### src/rtl/alu_arbiter.sv
// alu_arbiter: shares one multi-cycle ALU between two requesters.
//
// Flow: IDLE -> EXEC -> RESP -> IDLE, with one operation in flight at a time.
//  - IDLE: round-robin grant of one valid requester. reqN_ready is
//    combinational and the handshake is valid & ready in the same cycle.
//  - EXEC: alu_en high; control and operands come from registers captured at
//    the handshake. The state ends on the first cycle with alu_done high.
//  - RESP: a one-cycle rspN_valid pulse goes to the granted requester.
//    There is no backpressure.
// Illegal ops (4'b1010..4'b1111) skip EXEC and respond with err=1 and zero
// data. alu_en is low in IDLE and RESP, so there are always at least two
// en-low cycles between ALU operations.
//
// Optional feature (macro ALU_ARB_TIMEOUT_EN): abort EXEC after
// TIMEOUT_CYCLES cycles without alu_done. The response then has err=1 and
// all data zero. With the macro undefined, EXEC waits for alu_done
// indefinitely.
//
// Ports:
//   clk, rst                  clock; asynchronous active-high reset
//   reqN_valid/_ready         request handshake (N = 0, 1)
//   reqN_op/_a/_b             4-bit ALU control code and 32-bit operands
//   rspN_valid                one-cycle response pulse
//   rspN_result/_hi/_lo       response data, held between pulses
//   rspN_overflow/_zero/_err  response flags, held between pulses
//   alu_en                    high for the whole EXEC state
//   alu_control/_srcA/_srcB   registered op and operands to the ALU
//   alu_result, hi, lo        ALU results, captured on alu_done
//   overflow, alu_zero        ALU flags, captured on alu_done
//   alu_done                  ALU completion; ignored outside EXEC
module alu_arbiter #(
  parameter int unsigned TIMEOUT_CYCLES = 64
) (
  input  logic        clk,
  input  logic        rst,
  // requester 0
  input  logic        req0_valid,
  output logic        req0_ready,
  input  logic [3:0]  req0_op,
  input  logic [31:0] req0_a,
  input  logic [31:0] req0_b,
  // requester 1
  input  logic        req1_valid,
  output logic        req1_ready,
  input  logic [3:0]  req1_op,
  input  logic [31:0] req1_a,
  input  logic [31:0] req1_b,
  // response 0
  output logic        rsp0_valid,
  output logic [31:0] rsp0_result,
  output logic [31:0] rsp0_hi,
  output logic [31:0] rsp0_lo,
  output logic        rsp0_overflow,
  output logic        rsp0_zero,
  output logic        rsp0_err,
  // response 1
  output logic        rsp1_valid,
  output logic [31:0] rsp1_result,
  output logic [31:0] rsp1_hi,
  output logic [31:0] rsp1_lo,
  output logic        rsp1_overflow,
  output logic        rsp1_zero,
  output logic        rsp1_err,
  // ALU side
  output logic        alu_en,
  output logic [3:0]  alu_control,
  output logic [31:0] alu_srcA,
  output logic [31:0] alu_srcB,
  input  logic [31:0] alu_result,
  input  logic [31:0] hi,
  input  logic [31:0] lo,
  input  logic        overflow,
  input  logic        alu_done,
  input  logic        alu_zero
);

  localparam logic [1:0] IDLE = 2'd0;
  localparam logic [1:0] EXEC = 2'd1;
  localparam logic [1:0] RESP = 2'd2;

  localparam logic [3:0] OP_LAST_LEGAL = 4'b1001;

  // ---------------------------------------------------------------------------
  // State
  // ---------------------------------------------------------------------------
  logic [1:0]  state_q, state_d;
  logic        prio_q, prio_d;   // requester that wins a tie
  logic [3:0]  op_q;
  logic [31:0] a_q, b_q;
  logic        id_q;             // requester owning the operation in flight

  // ---------------------------------------------------------------------------
  // Arbitration
  // ---------------------------------------------------------------------------
  logic        gnt_any;
  logic        gnt_id;
  logic        hs;
  logic [3:0]  sel_op;
  logic [31:0] sel_a, sel_b;
  logic        sel_legal;

  always_comb begin
    gnt_any = req0_valid | req1_valid;
    if (req0_valid && req1_valid) begin
      gnt_id = prio_q;
    end else begin
      // Only req1 valid -> 1; only req0 valid (or none) -> 0.
      gnt_id = req1_valid;
    end
  end

  // ready is already qualified by valid, so ready high means a handshake.
  // rst is included so that every output reads 0 while reset is held.
  assign req0_ready = ~rst & (state_q == IDLE) & gnt_any & ~gnt_id;
  assign req1_ready = ~rst & (state_q == IDLE) & gnt_any &  gnt_id;
  assign hs         = req0_ready | req1_ready;

  assign sel_op    = gnt_id ? req1_op : req0_op;
  assign sel_a     = gnt_id ? req1_a  : req0_a;
  assign sel_b     = gnt_id ? req1_b  : req0_b;
  assign sel_legal = (sel_op <= OP_LAST_LEGAL);

  // ---------------------------------------------------------------------------
  // EXEC termination
  // ---------------------------------------------------------------------------
  logic exec_done;
  logic exec_tmo;

  assign exec_done = (state_q == EXEC) & alu_done;

`ifdef ALU_ARB_TIMEOUT_EN
  localparam int unsigned TmoW = (TIMEOUT_CYCLES > 1) ? $clog2(TIMEOUT_CYCLES) : 1;
  localparam logic [TmoW-1:0] TmoLast = TmoW'(TIMEOUT_CYCLES - 1);

  // Counts completed EXEC cycles. It is zero on entry, so reaching TmoLast
  // without alu_done means TIMEOUT_CYCLES cycles have been spent in EXEC.
  logic [TmoW-1:0] tmo_cnt_q;

  always_ff @(posedge clk or posedge rst) begin
    if (rst) begin
      tmo_cnt_q <= '0;
    end else if (state_q != EXEC) begin
      tmo_cnt_q <= '0;
    end else begin
      tmo_cnt_q <= tmo_cnt_q + 1'b1;
    end
  end

  assign exec_tmo = (state_q == EXEC) & ~alu_done & (tmo_cnt_q == TmoLast);
`else
  assign exec_tmo = 1'b0;
`endif

  // ---------------------------------------------------------------------------
  // Response source selection
  // ---------------------------------------------------------------------------
  // A response is produced on the cycle that enters RESP. For an illegal op
  // that is the handshake cycle itself, so the owner comes from the live
  // grant rather than from id_q.
  logic        deliver;
  logic        dlv_id;
  logic [31:0] dlv_result, dlv_hi, dlv_lo;
  logic        dlv_ovf, dlv_zero, dlv_err;

  always_comb begin
    deliver    = 1'b0;
    dlv_id     = id_q;
    dlv_result = '0;
    dlv_hi     = '0;
    dlv_lo     = '0;
    dlv_ovf    = 1'b0;
    dlv_zero   = 1'b0;
    dlv_err    = 1'b0;
    if (hs && !sel_legal) begin
      deliver = 1'b1;
      dlv_id  = gnt_id;
      dlv_err = 1'b1;
    end else if (exec_done) begin
      deliver    = 1'b1;
      dlv_result = alu_result;
      dlv_hi     = hi;
      dlv_lo     = lo;
      dlv_ovf    = overflow;
      dlv_zero   = alu_zero;
    end else if (exec_tmo) begin
      deliver = 1'b1;
      dlv_err = 1'b1;
    end
  end

  // ---------------------------------------------------------------------------
  // Next state
  // ---------------------------------------------------------------------------
  always_comb begin
    state_d = state_q;
    prio_d  = prio_q;
    case (state_q)
      IDLE: begin
        if (hs) begin
          state_d = sel_legal ? EXEC : RESP;
          prio_d  = ~gnt_id;
        end
      end
      EXEC: begin
        if (exec_done || exec_tmo) begin
          state_d = RESP;
        end
      end
      RESP:    state_d = IDLE;
      default: state_d = IDLE;
    endcase
  end

  always_ff @(posedge clk or posedge rst) begin
    if (rst) begin
      state_q <= IDLE;
      prio_q  <= 1'b0;
    end else begin
      state_q <= state_d;
      prio_q  <= prio_d;
    end
  end

  // The request is captured once; the requester inputs are not looked at
  // again until the FSM is back in IDLE.
  always_ff @(posedge clk or posedge rst) begin
    if (rst) begin
      op_q <= '0;
      a_q  <= '0;
      b_q  <= '0;
      id_q <= 1'b0;
    end else if (hs) begin
      op_q <= sel_op;
      a_q  <= sel_a;
      b_q  <= sel_b;
      id_q <= gnt_id;
    end
  end

  // ---------------------------------------------------------------------------
  // ALU drive
  // ---------------------------------------------------------------------------
  assign alu_en      = (state_q == EXEC);
  assign alu_control = op_q;
  assign alu_srcA    = a_q;
  assign alu_srcB    = b_q;

  // ---------------------------------------------------------------------------
  // Response registers
  // ---------------------------------------------------------------------------
  // Each requester has its own data registers, so a requester keeps its last
  // response while the other one is being served.
  always_ff @(posedge clk or posedge rst) begin
    if (rst) begin
      rsp0_valid    <= 1'b0;
      rsp0_result   <= '0;
      rsp0_hi       <= '0;
      rsp0_lo       <= '0;
      rsp0_overflow <= 1'b0;
      rsp0_zero     <= 1'b0;
      rsp0_err      <= 1'b0;
    end else begin
      rsp0_valid <= deliver & ~dlv_id;
      if (deliver && !dlv_id) begin
        rsp0_result   <= dlv_result;
        rsp0_hi       <= dlv_hi;
        rsp0_lo       <= dlv_lo;
        rsp0_overflow <= dlv_ovf;
        rsp0_zero     <= dlv_zero;
        rsp0_err      <= dlv_err;
      end
    end
  end

  always_ff @(posedge clk or posedge rst) begin
    if (rst) begin
      rsp1_valid    <= 1'b0;
      rsp1_result   <= '0;
      rsp1_hi       <= '0;
      rsp1_lo       <= '0;
      rsp1_overflow <= 1'b0;
      rsp1_zero     <= 1'b0;
      rsp1_err      <= 1'b0;
    end else begin
      rsp1_valid <= deliver & dlv_id;
      if (deliver && dlv_id) begin
        rsp1_result   <= dlv_result;
        rsp1_hi       <= dlv_hi;
        rsp1_lo       <= dlv_lo;
        rsp1_overflow <= dlv_ovf;
        rsp1_zero     <= dlv_zero;
        rsp1_err      <= dlv_err;
      end
    end
  end

  // ---------------------------------------------------------------------------
  // Invariants
  // ---------------------------------------------------------------------------
  a_one_ready : assert property (@(posedge clk) disable iff (rst)
    !(req0_ready && req1_ready));
  a_one_rsp : assert property (@(posedge clk) disable iff (rst)
    !(rsp0_valid && rsp1_valid));
  a_rsp_in_resp : assert property (@(posedge clk) disable iff (rst)
    (rsp0_valid || rsp1_valid) |-> (state_q == RESP));

endmodule

### config.mk
export PLATFORM = sky130hd
export DESIGN_NAME = alu_arbiter
export DESIGN_NICKNAME = d
export VERILOG_FILES = /design/src/rtl/alu_arbiter.sv
export SDC_FILE = /design/constraint.sdc
export NUM_CORES = 1
export LEC_CHECK = 0
export BUFFER_PORTS_ARGS = -buffer_cell sky130_fd_sc_hd__buf_2
export CAP_MARGIN = 10
export CORE_AREA = 2 2 198 200
export CTS_CLUSTER_SIZE = 25
export DETAILED_ROUTE_END_ITERATION = 6
export DIE_AREA = 0 0 200 202
export PLACE_DENSITY = 0.55
export SKIP_LAST_GASP = 1
export SYNTH_ARGS = -nofsm -noshare
export SYNTH_HDL_FRONTEND = slang
export SYNTH_SLANG_ARGS = --single-unit
### constraint.sdc
create_clock -name clk -period 9.75 [get_ports clk]
set_input_delay 0.4875 -clock clk [delete_from_list [all_inputs] [get_ports clk]]
set_output_delay 0.4875 -clock clk [all_outputs]
set_load 0.01 [all_outputs]
==> results.cfg, run 1 <==
[clock_network]
clk_pin_slew_ns = 0.06
cts_hold_buf = 0
cts_sinks = 272
cts_tree = done
cts_resized = 0
htreeDepth = 1
ctsRootBufferMaster = clkbuf_16
post_cts_buffers = 0
cts_buffers = 31
clock_latency_ns = 0.55
clockBufferDepth = 3

[timing]
worst_pin_slew_ns = 1.14
period_needed_ns = 3.35
maxSlewHeadroom = 0.242
rsz0062_at_grt = no
fin_ws_ns = 6.40
finalHoldViolations = 0
timing.final.crit_share = 0.343
fin_skew_ns = 0.00644
final-setup-viol-count = 0
setup_tns_ns = 0
final_max_slew_viol_count = 0
fmax_mhz = 299

[worst_setup_path]
critical_path.max_fanout = 83
critPathMostFrequentCell = buf_4
end_kind = register
worstSetupStartpointType = register
arrival_ns = 3.79
worstPathCellList = nor2b_1, and2_4, buf_4, a21oi_1, a221o_4, buf_4, a32o_1
cpPeakStageDelay_ns = 0.69
critPathSlowestCell = buf_4
cp.required_ns = 10.19
critPathKind = reg -> reg
reg2reg_slack_ns = 6.40

[finish]
nets = 1574
most-common-layout-cells = 509 x buf_2, 272 x dfrtp_1, 196 x a32o_1
drive_gt1_frac = 0.427
fill_cells = 3859
final_common_cell = buf_2
area_growth_pct = 37.2
fin_util = 0.381
finalNonFillerCells = 1879

[yosys]
netlist_area_um2 = 10600
synth_seq_area_share = 0.641
synthesis.nets = 1113
yosysWarningCount = 0
avgSynthCellArea_um2 = 12.2
synthCells = 874
ys_seq_elements = 272
ys_types = 31

[floorplanning]
die_w_um = 200
rows = 72
die_area_um2 = 40400
core_area_um2 = 38300
initial_core_util = 0.278
die_h_um = 202
io_pins = 510

[job]
max_cap_violations = 0

[global_route]
grt_overflow_total = 0
grt_pass1_wl_mm = 56.9
grt_use_total = 0.179
grt_max_degree = 106
grt_pass1_vias = 9516
antenna_found_initial = 4

[power]
leakagePower_uw = 0.00727
ir_drop_mv = 0.203
powerDensity_nw_per_um2 = 355

[detailed_routing]
wire_per_inst_um = 19.9
ant_nets = 0
drc_errors = 0
dr.pass1.iters = 5
drtIter0Drc = 509
drt_wl_total_mm = 37.5
via_per_inst = 5.02
via_count = 9432

[place]
dp_hpwl_mm = 25.5
dpl.cell_count = 1820
gp_congestion = 0.832
io_buffers = 509
pre_cts_slack_ns = 6.25

[min_path]
hp-class = in -> async

[outcome]
outcome = completed
## critical path, delay by kind of cell (launching register included)
family	cells	cell delay [ns]
DFF	1	0.40
AOI/OAI and AO/OA	3	1.05
and+or+nand+nor	2	0.56
buffers and inverters	2	1.13
## sequential cells by signal, indices dropped and copies added (netlist names)
name,cells
alu_control,4
alu_srcA,32
alu_srcB,32
id_q,1
prio_q,1
rsp0_err,1
rsp0_hi,32
rsp0_lo,32
rsp0_overflow,1
rsp0_result,32
rsp0_valid,1
rsp0_zero,1
rsp1_err,1
rsp1_hi,32
rsp1_lo,32
rsp1_overflow,1
rsp1_result,32
rsp1_valid,1
rsp1_zero,1
state_q,2
## synth_stat cells
| library cell | instances | share of area |
|---|---|---|
| a32o_1 | 196 | 0.18 |
| mux2i_1 | 3 | 0.0028 |
| a211o_1 | 1 | 0.00082 |
| a31oi_1 | 65 | 0.038 |
| o21ai_2 | 1 | 0.00082 |
| nand2_1 | 136 | 0.048 |
| o21ai_0 | 6 | 0.0028 |
| buf_6 | 3 | 0.0032 |
| a22o_1 | 1 | 0.00082 |
| or3_1 | 1 | 0.00059 |
| a21boi_2 | 1 | 0.0011 |
| a221o_1 | 1 | 0.00094 |
| o211ai_2 | 1 | 0.0012 |
| o21a_1 | 2 | 0.0014 |
| nand2b_1 | 2 | 0.0012 |
| nor3_1 | 1 | 0.00047 |
| a311oi_2 | 1 | 0.0014 |
| inv_1 | 3 | 0.0011 |
| nand4_1 | 1 | 0.00059 |
| dfrtp_1 | 272 | 0.64 |
| or2_2 | 1 | 0.00059 |
| nor2_1 | 74 | 0.026 |
| o31ai_1 | 1 | 0.00071 |
| a21oi_1 | 4 | 0.0019 |
| buf_1 | 3 | 0.0011 |
| buf_2 | 20 | 0.0094 |
| buf_4 | 2 | 0.0014 |
| and3_1 | 1 | 0.00059 |
| clkbuf_1 | 67 | 0.024 |
| nor2b_1 | 1 | 0.00059 |
| and2_1 | 2 | 0.0012 |
## cell families (layout without fill, tap and decap cells)
kind of cell | after synthesis | in the layout | synth area share
other | 0 | 3 | 0
AOI/OAI and AO/OA | 281 | 281 | 0.237
and+or+nand+nor | 220 | 220 | 0.0800
buffers and inverters | 98 | 582 | 0.0398
muxes | 3 | 3 | 0.00283
DFF | 272 | 272 | 0.641
## worst paths after layout
kind,end,cells after the start,from
min in group clk,alu_srcB[24],3,req1_b[24]
worst max register to register,rsp1_hi[18],7,state_q[1]
worst max-delay path,rsp1_hi[18],7,state_q[1]
worst min-delay path,alu_srcA[9],2,rst
max in group asynchronous,rsp1_hi[12],4,rst
worst min register to register,rsp0_hi[2],1,rsp0_hi[2]
## cell type report
class,count,area (µm²),area share
multi-input cells,504,3440,0.236
diodes,3,7.51,0.000515
repair buffers,523,2650,0.182
flip-flops and latches,272,6810,0.467
clock buffers,48,900,0.0617
well taps,518,648,0.0445
inverters,3,18.8,0.00129
clock inverters,8,97.6,0.00670
## power breakdown
group	switching (µW)	internal [µW]	leakage [µW]
Sequential	301	1690	0.00345
Combinational	1180	846	0.00333
Clock	464	683	0.000491
## through the flow
| step | power [µW] | hold slack [ns] | area (µm²) |
|---|---|---|---|
| detailed placement | 4070 | 0.476 | 13600 |
| global placement | 4030 | 0.468 | 13600 |
| CTS | 5240 | 0.0779 | 14600 |
| floorplan | 3100 | 0.480 | 10600 |
| global route | 5500 | 0.0921 | 14600 |
| finish | 5170 | 0.0475 | 14600 |
## layer usage
metal,share of wire,track usage
met5,0.00072,0
met4,0.026,0.0466
met1,0.41,0.228
met2,0.48,0.300
met3,0.077,0.0477
No activity file was read; power rests on OpenSTA's default activity.
==> run 2, diff against run 1 <==
Clock period 9.75 ns to 3.1 ns, I/O delays scaled along.
==> run 2 against run 1 <==
Against the previous run: power rose to 3.4 times the previous value; sequential share of layout area down 7.4 points; register-to-register slack worse by 5.9 ns; utilization up 7.1 points; die area unchanged; first-iteration DRC count up 6.7%; critical path depth up 1; via count up 12%; critical endpoint is now rsp0_overflow; final area up 19%; clock-buffer cell count down 2; worst hold slack better by 0.018 ns; clock power rose to 3.6 times the previous value.
==> results.cfg, run 2 (same netlist as run 1, synthesis figures left out) <==
[clock_network]
ctsRootBufferMaster = clkbuf_16
cts_tree = done
cts_buffers = 34
clock_latency_ns = 0.52
htreeDepth = 2
cts_resized = 0
clockBufferDepth = 3
clk_pin_slew_ns = 0.05
post_cts_buffers = 0
cts_sinks = 272

[detailed_routing]
dr.pass1.iters = 7
drtIter0Drc = 543
drt_wl_total_mm = 40.3
routed-wl-met2_mm = 19.1
wl_met1_mm = 16.2
wire_per_inst_um = 19.0
route.met3.wl_mm = 2.98
ant_nets = 0
via_count = 10600
via_per_inst = 4.98
drc_errors = 0
highest_layer = met5

[finish]
most-common-layout-cells = 509 x buf_2, 272 x dfrtp_1, 236 x dlygate4sd3_1
finalNonFillerCells = 2124
drive_gt1_frac = 0.371
area_growth_pct = 62.8
final_common_cell = buf_2
nets = 1820

[global_route]
grt_pass1_wl_mm = 61.2
antenna_found_initial = 4
grt_use_total = 0.194
grt_overflow_total = 0
grt_max_degree = 191
grt_pass1_vias = 11000

[job]
max_cap_violations = 0

[worst_setup_path]
critPathSlowestCell = dlygate4sd3_1
end_kind = register
cpPeakStageDelay_ns = 0.56
crit_family = compound AO/OA/AOI/OAI gates
r2r_start = state_q[0]
arrival_ns = 2.98
cp.required_ns = 3.51
startpoint = rst
critPathKind = in -> reg
crit_buf_inv = 3
critical_path.max_fanout = 74
worstSetupStartpointType = input pin
worstPathCellList = dlygate4sd3_1, buf_2, or3_1, a311oi_2, a21boi_2, o21ai_4, buf_4, a32o_1

[timing]
worst_pin_slew_ns = 0.963
rsz0062_at_grt = no
final_max_slew_viol_count = 0
setup_tns_ns = 0
timing.final.crit_share = 0.832
fmax_mhz = 388
fin_skew_ns = 0.0105
maxSlewHeadroom = 0.358
final-setup-viol-count = 0
period_needed_ns = 2.58
finalHoldViolations = 0

[power]
ir_drop_mv = 0.532
leakagePower_uw = 0.00838
powerDensity_nw_per_um2 = 1020

[min_path]
hp-class = in -> reg
min_from = req0_valid

[floorplanning]
die_area_um2 = 40400
die_w_um = 200
core_area_um2 = 38300
io_pins = 510
initial_core_util = 0.278
die_h_um = 202
rows = 72

[place]
gp_congestion = 0.795
dpl.cell_count = 1827
dp_hpwl_mm = 25.7
io_buffers = 509

[outcome]
outcome = completed
==> run 2: power by group <==
| part | internal (µW) | switching [µW] |
|---|---|---|
| logic | 3440 | 3900 |
| clock network | 2540 | 1550 |
| registers | 5330 | 963 |
==> run 2: routing by layer <==
layer | up-vias | track usage
met1 | 5260 | 0.228
met3 | 113 | 0.0562
met5 | - | 0
met4 | 2 | 0.0960
met2 | 452 | 0.322
li1 | 4745 | -
==> run 2: worst reg2reg max path, cell delays in order (launching register included) <==
cell	delay [ns]
dfrtp_1	0.38
or3_1	0.47
a311oi_2	0.39
a21boi_2	0.34
o21ai_4	0.08
buf_4	0.38
a32o_1	0.43
==> run 2: layout make-up <==
cell class	instances	area, µm²
sequential	272	6810
clock inverter	12	173
antenna	3	7.51
timing repair buffer	766	5230
fill	3573	21000
clock buffer	46	977
inverter	3	15.0
multi-input combinational	504	3440
tap	518	648
==> run 2: repair_timing <==
item | in CTS | in global routing
hold buffers | 236 | 0
endpoints found under the hold margin | 287 | 0
setup endpoints to repair | 0 | 0
==> run 2: path summary, 6_finish.rpt <==
check / slack [ns] / end / cells after the start
min in group asynchronous: 0.43 / rsp1_err / 3
hold / removal: 0.07 / rsp0_err / 3
hold reg to reg: 0.48 / rsp0_lo[2] / 1
max in group asynchronous: 1.88 / rsp1_hi[29] / 4
setup reg to reg: 0.52 / rsp0_overflow / 6
setup / recovery: 0.52 / rsp0_overflow / 8
==> run 2: through the flow <==
stage / area (µm²) / setup WS (ns) / hold slack (ns) / power [µW] / util
finish: 17300 / 0.520 / 0.0650 / 17700 / 0.452
global route: 17300 / 0.362 / 0.0958 / 18800 / 0.452
CTS: 17300 / 0.472 / 0.0287 / 17900 / 0.452
detailed placement: 13800 / 0.566 / 0.414 / 12900 / 0.360
global placement: 13800 / 0.565 / 0.408 / 12800 / 0.360
floorplan: 10600 / -0.650 / 0.303 / 9750 / -
==> run 3, diff against run 2 <==
Settings changed: CORE_AREA 2 2 198 200 to 2 2 199 201, DIE_AREA 0 0 200 202 to 0 0 201 203, PLACE_DENSITY 0.55 to 0.56.
Clock period 3.1 ns to 2.3 ns, I/O delays scaled along.
==> run 3 against run 2 <==
Against the previous run: worst hold slack gained 0.070 ns; worst setup slack lost 0.39 ns; sequential power grew 35%; global-route usage shrank 0.39 points; die area grew 1.0%; final area grew 0.86%; combinational power grew 27%; largest cell class unchanged; highest routed layer is now met4.
==> results.cfg, run 3 (same netlist as run 1, synthesis figures left out) <==
[global_route]
grt_pass1_wl_mm = 62.8
antenna_found_initial = 1
grt_pass1_vias = 11300
grt_overflow_total = 0
grt_max_degree = 109
grt_use_total = 0.190

[job]
max_cap_violations = 0

[finish]
fin_util = 0.454
drive_gt1_frac = 0.373
most-common-layout-cells = 509 x buf_2, 272 x dfrtp_1, 237 x dlygate4sd3_1
nets = 1832
final_common_cell = buf_2
area_growth_pct = 64.2

[clock_network]
cts_tree = done
ctsRootBufferMaster = clkbuf_16
clockBufferDepth = 3
clk_pin_slew_ns = 0.06
htreeDepth = 1
cts_sinks = 272
clock_latency_ns = 0.57
cts_buffers = 31

[worst_setup_path]
r2r_start = state_q[0]
critical_path.max_fanout = 15
cp.required_ns = 2.80
critPathKind = reg -> reg
end_kind = register
startpoint = state_q[0]
worstSetupStartpointType = register
r2r_cells = 7
arrival_ns = 2.67

[min_path]
hold_depth = 4
min_from = req1_valid
hp-class = in -> reg

[timing]
worst_pin_slew_ns = 0.551
final_max_slew_viol_count = 0
period_needed_ns = 2.17
final-setup-viol-count = 0
maxSlewHeadroom = 0.629
setup_tns_ns = 0
timing.final.crit_share = 0.943
fin_skew_ns = 0.0141
finalHoldViolations = 0
fmax_mhz = 461

[floorplanning]
rows = 72
io_pins = 510
core_area_um2 = 38500
die_area_um2 = 40800
initial_core_util = 0.276
die_w_um = 201
die_h_um = 203

[power]
clock_power_share = 0.224
p_switching_uw = 8410
seq_power_share = 0.370
powerDensity_nw_per_um2 = 1320
ir_drop_mv = 0.724
leakagePower_uw = 0.00849
p_comb_frac = 0.405
intPower_uw = 14600
p_sw_frac = 0.366

[detailed_routing]
dr.pass1.iters = 5
drt_wl_total_mm = 40.4
via_per_inst = 5.06
via_count = 10800
ant_nets = 0
drtIter0Drc = 619
drc_errors = 0
wire_per_inst_um = 18.9

[outcome]
outcome = completed

[place]
io_buffers = 509
gp_congestion = 0.854
dp_hpwl_mm = 25.5
run 3: repair_timing:
item / CTS / global route
hold buffers: 237 / 0
buffers inserted: 0 / 3
endpoints found under the hold margin: 339 / 0
endpoints found under the setup margin: 0 / 4
resized for setup: 0 / 1
run 3: path summary, 6_finish.rpt:
kind | endpoint | slack [ns]
setup / recovery | alu_srcB[29] | 0.13
hold / removal | rsp0_err | 0.14
setup reg to reg | alu_srcB[29] | 0.13
hold reg to reg | rsp1_lo[23] | 0.48
max in group asynchronous | rsp0_lo[19] | 1.40
min in group asynchronous | alu_srcB[20] | 0.15
run 3: per-stage QoR:
step                instance area [µm²]  total power, µW  setup slack (ns)  instances  hold slack [ns]
CTS                               17400            23100            0.0238       2128            0.109
global placement                  14000            17300             0.181       1837            0.158
global route                      17500            24300          -0.00365       2133            0.163
floorplan                         10600            13100             -1.41        874            0.263
finish                            17500            23000             0.132       2133            0.135
detailed placement                14000            17500             0.181       1837            0.170
run 3: power groups by stage:
stage               clock (µW)  sequential, µW  combinational (µW)
floorplan                    0            9610                3530
global placement             0            8460                8890
detailed placement           0            8540                8950
CTS                       5270            8480                9330
global route              5460            8820               10000
finish                    5150            8510                9310
run 3: area by class of cell:
type                            instances  area [µm²]
Fill cell                            3566       21000
Clock buffer                           44         875
Tap cell                              518         648
Inverter                                3        15.0
Sequential cell                       272        6810
Antenna cell                            1        2.50
Multi-Input combinational cell        504        3440
Timing Repair Buffer                  781        5470
Clock inverter                         10         193
run 3: routing by layer:
layer	global-route usage	up-vias	share of wire
met3	0.0388	121	0.070
met1	0.237	5394	0.40
met4	0.0849	0	0.043
met2	0.317	486	0.49
li1	-	4784	-
met5	0	-	0
run 3: critical path: stages, from the launching register on:
cell	delay, ns
dfrtp_1	0.38
or3_1	0.39
buf_4	0.18
nor2_4	0.22
buf_12	0.18
nor2_1	0.05
a31oi_1	0.13
dlygate4sd3_1	0.56
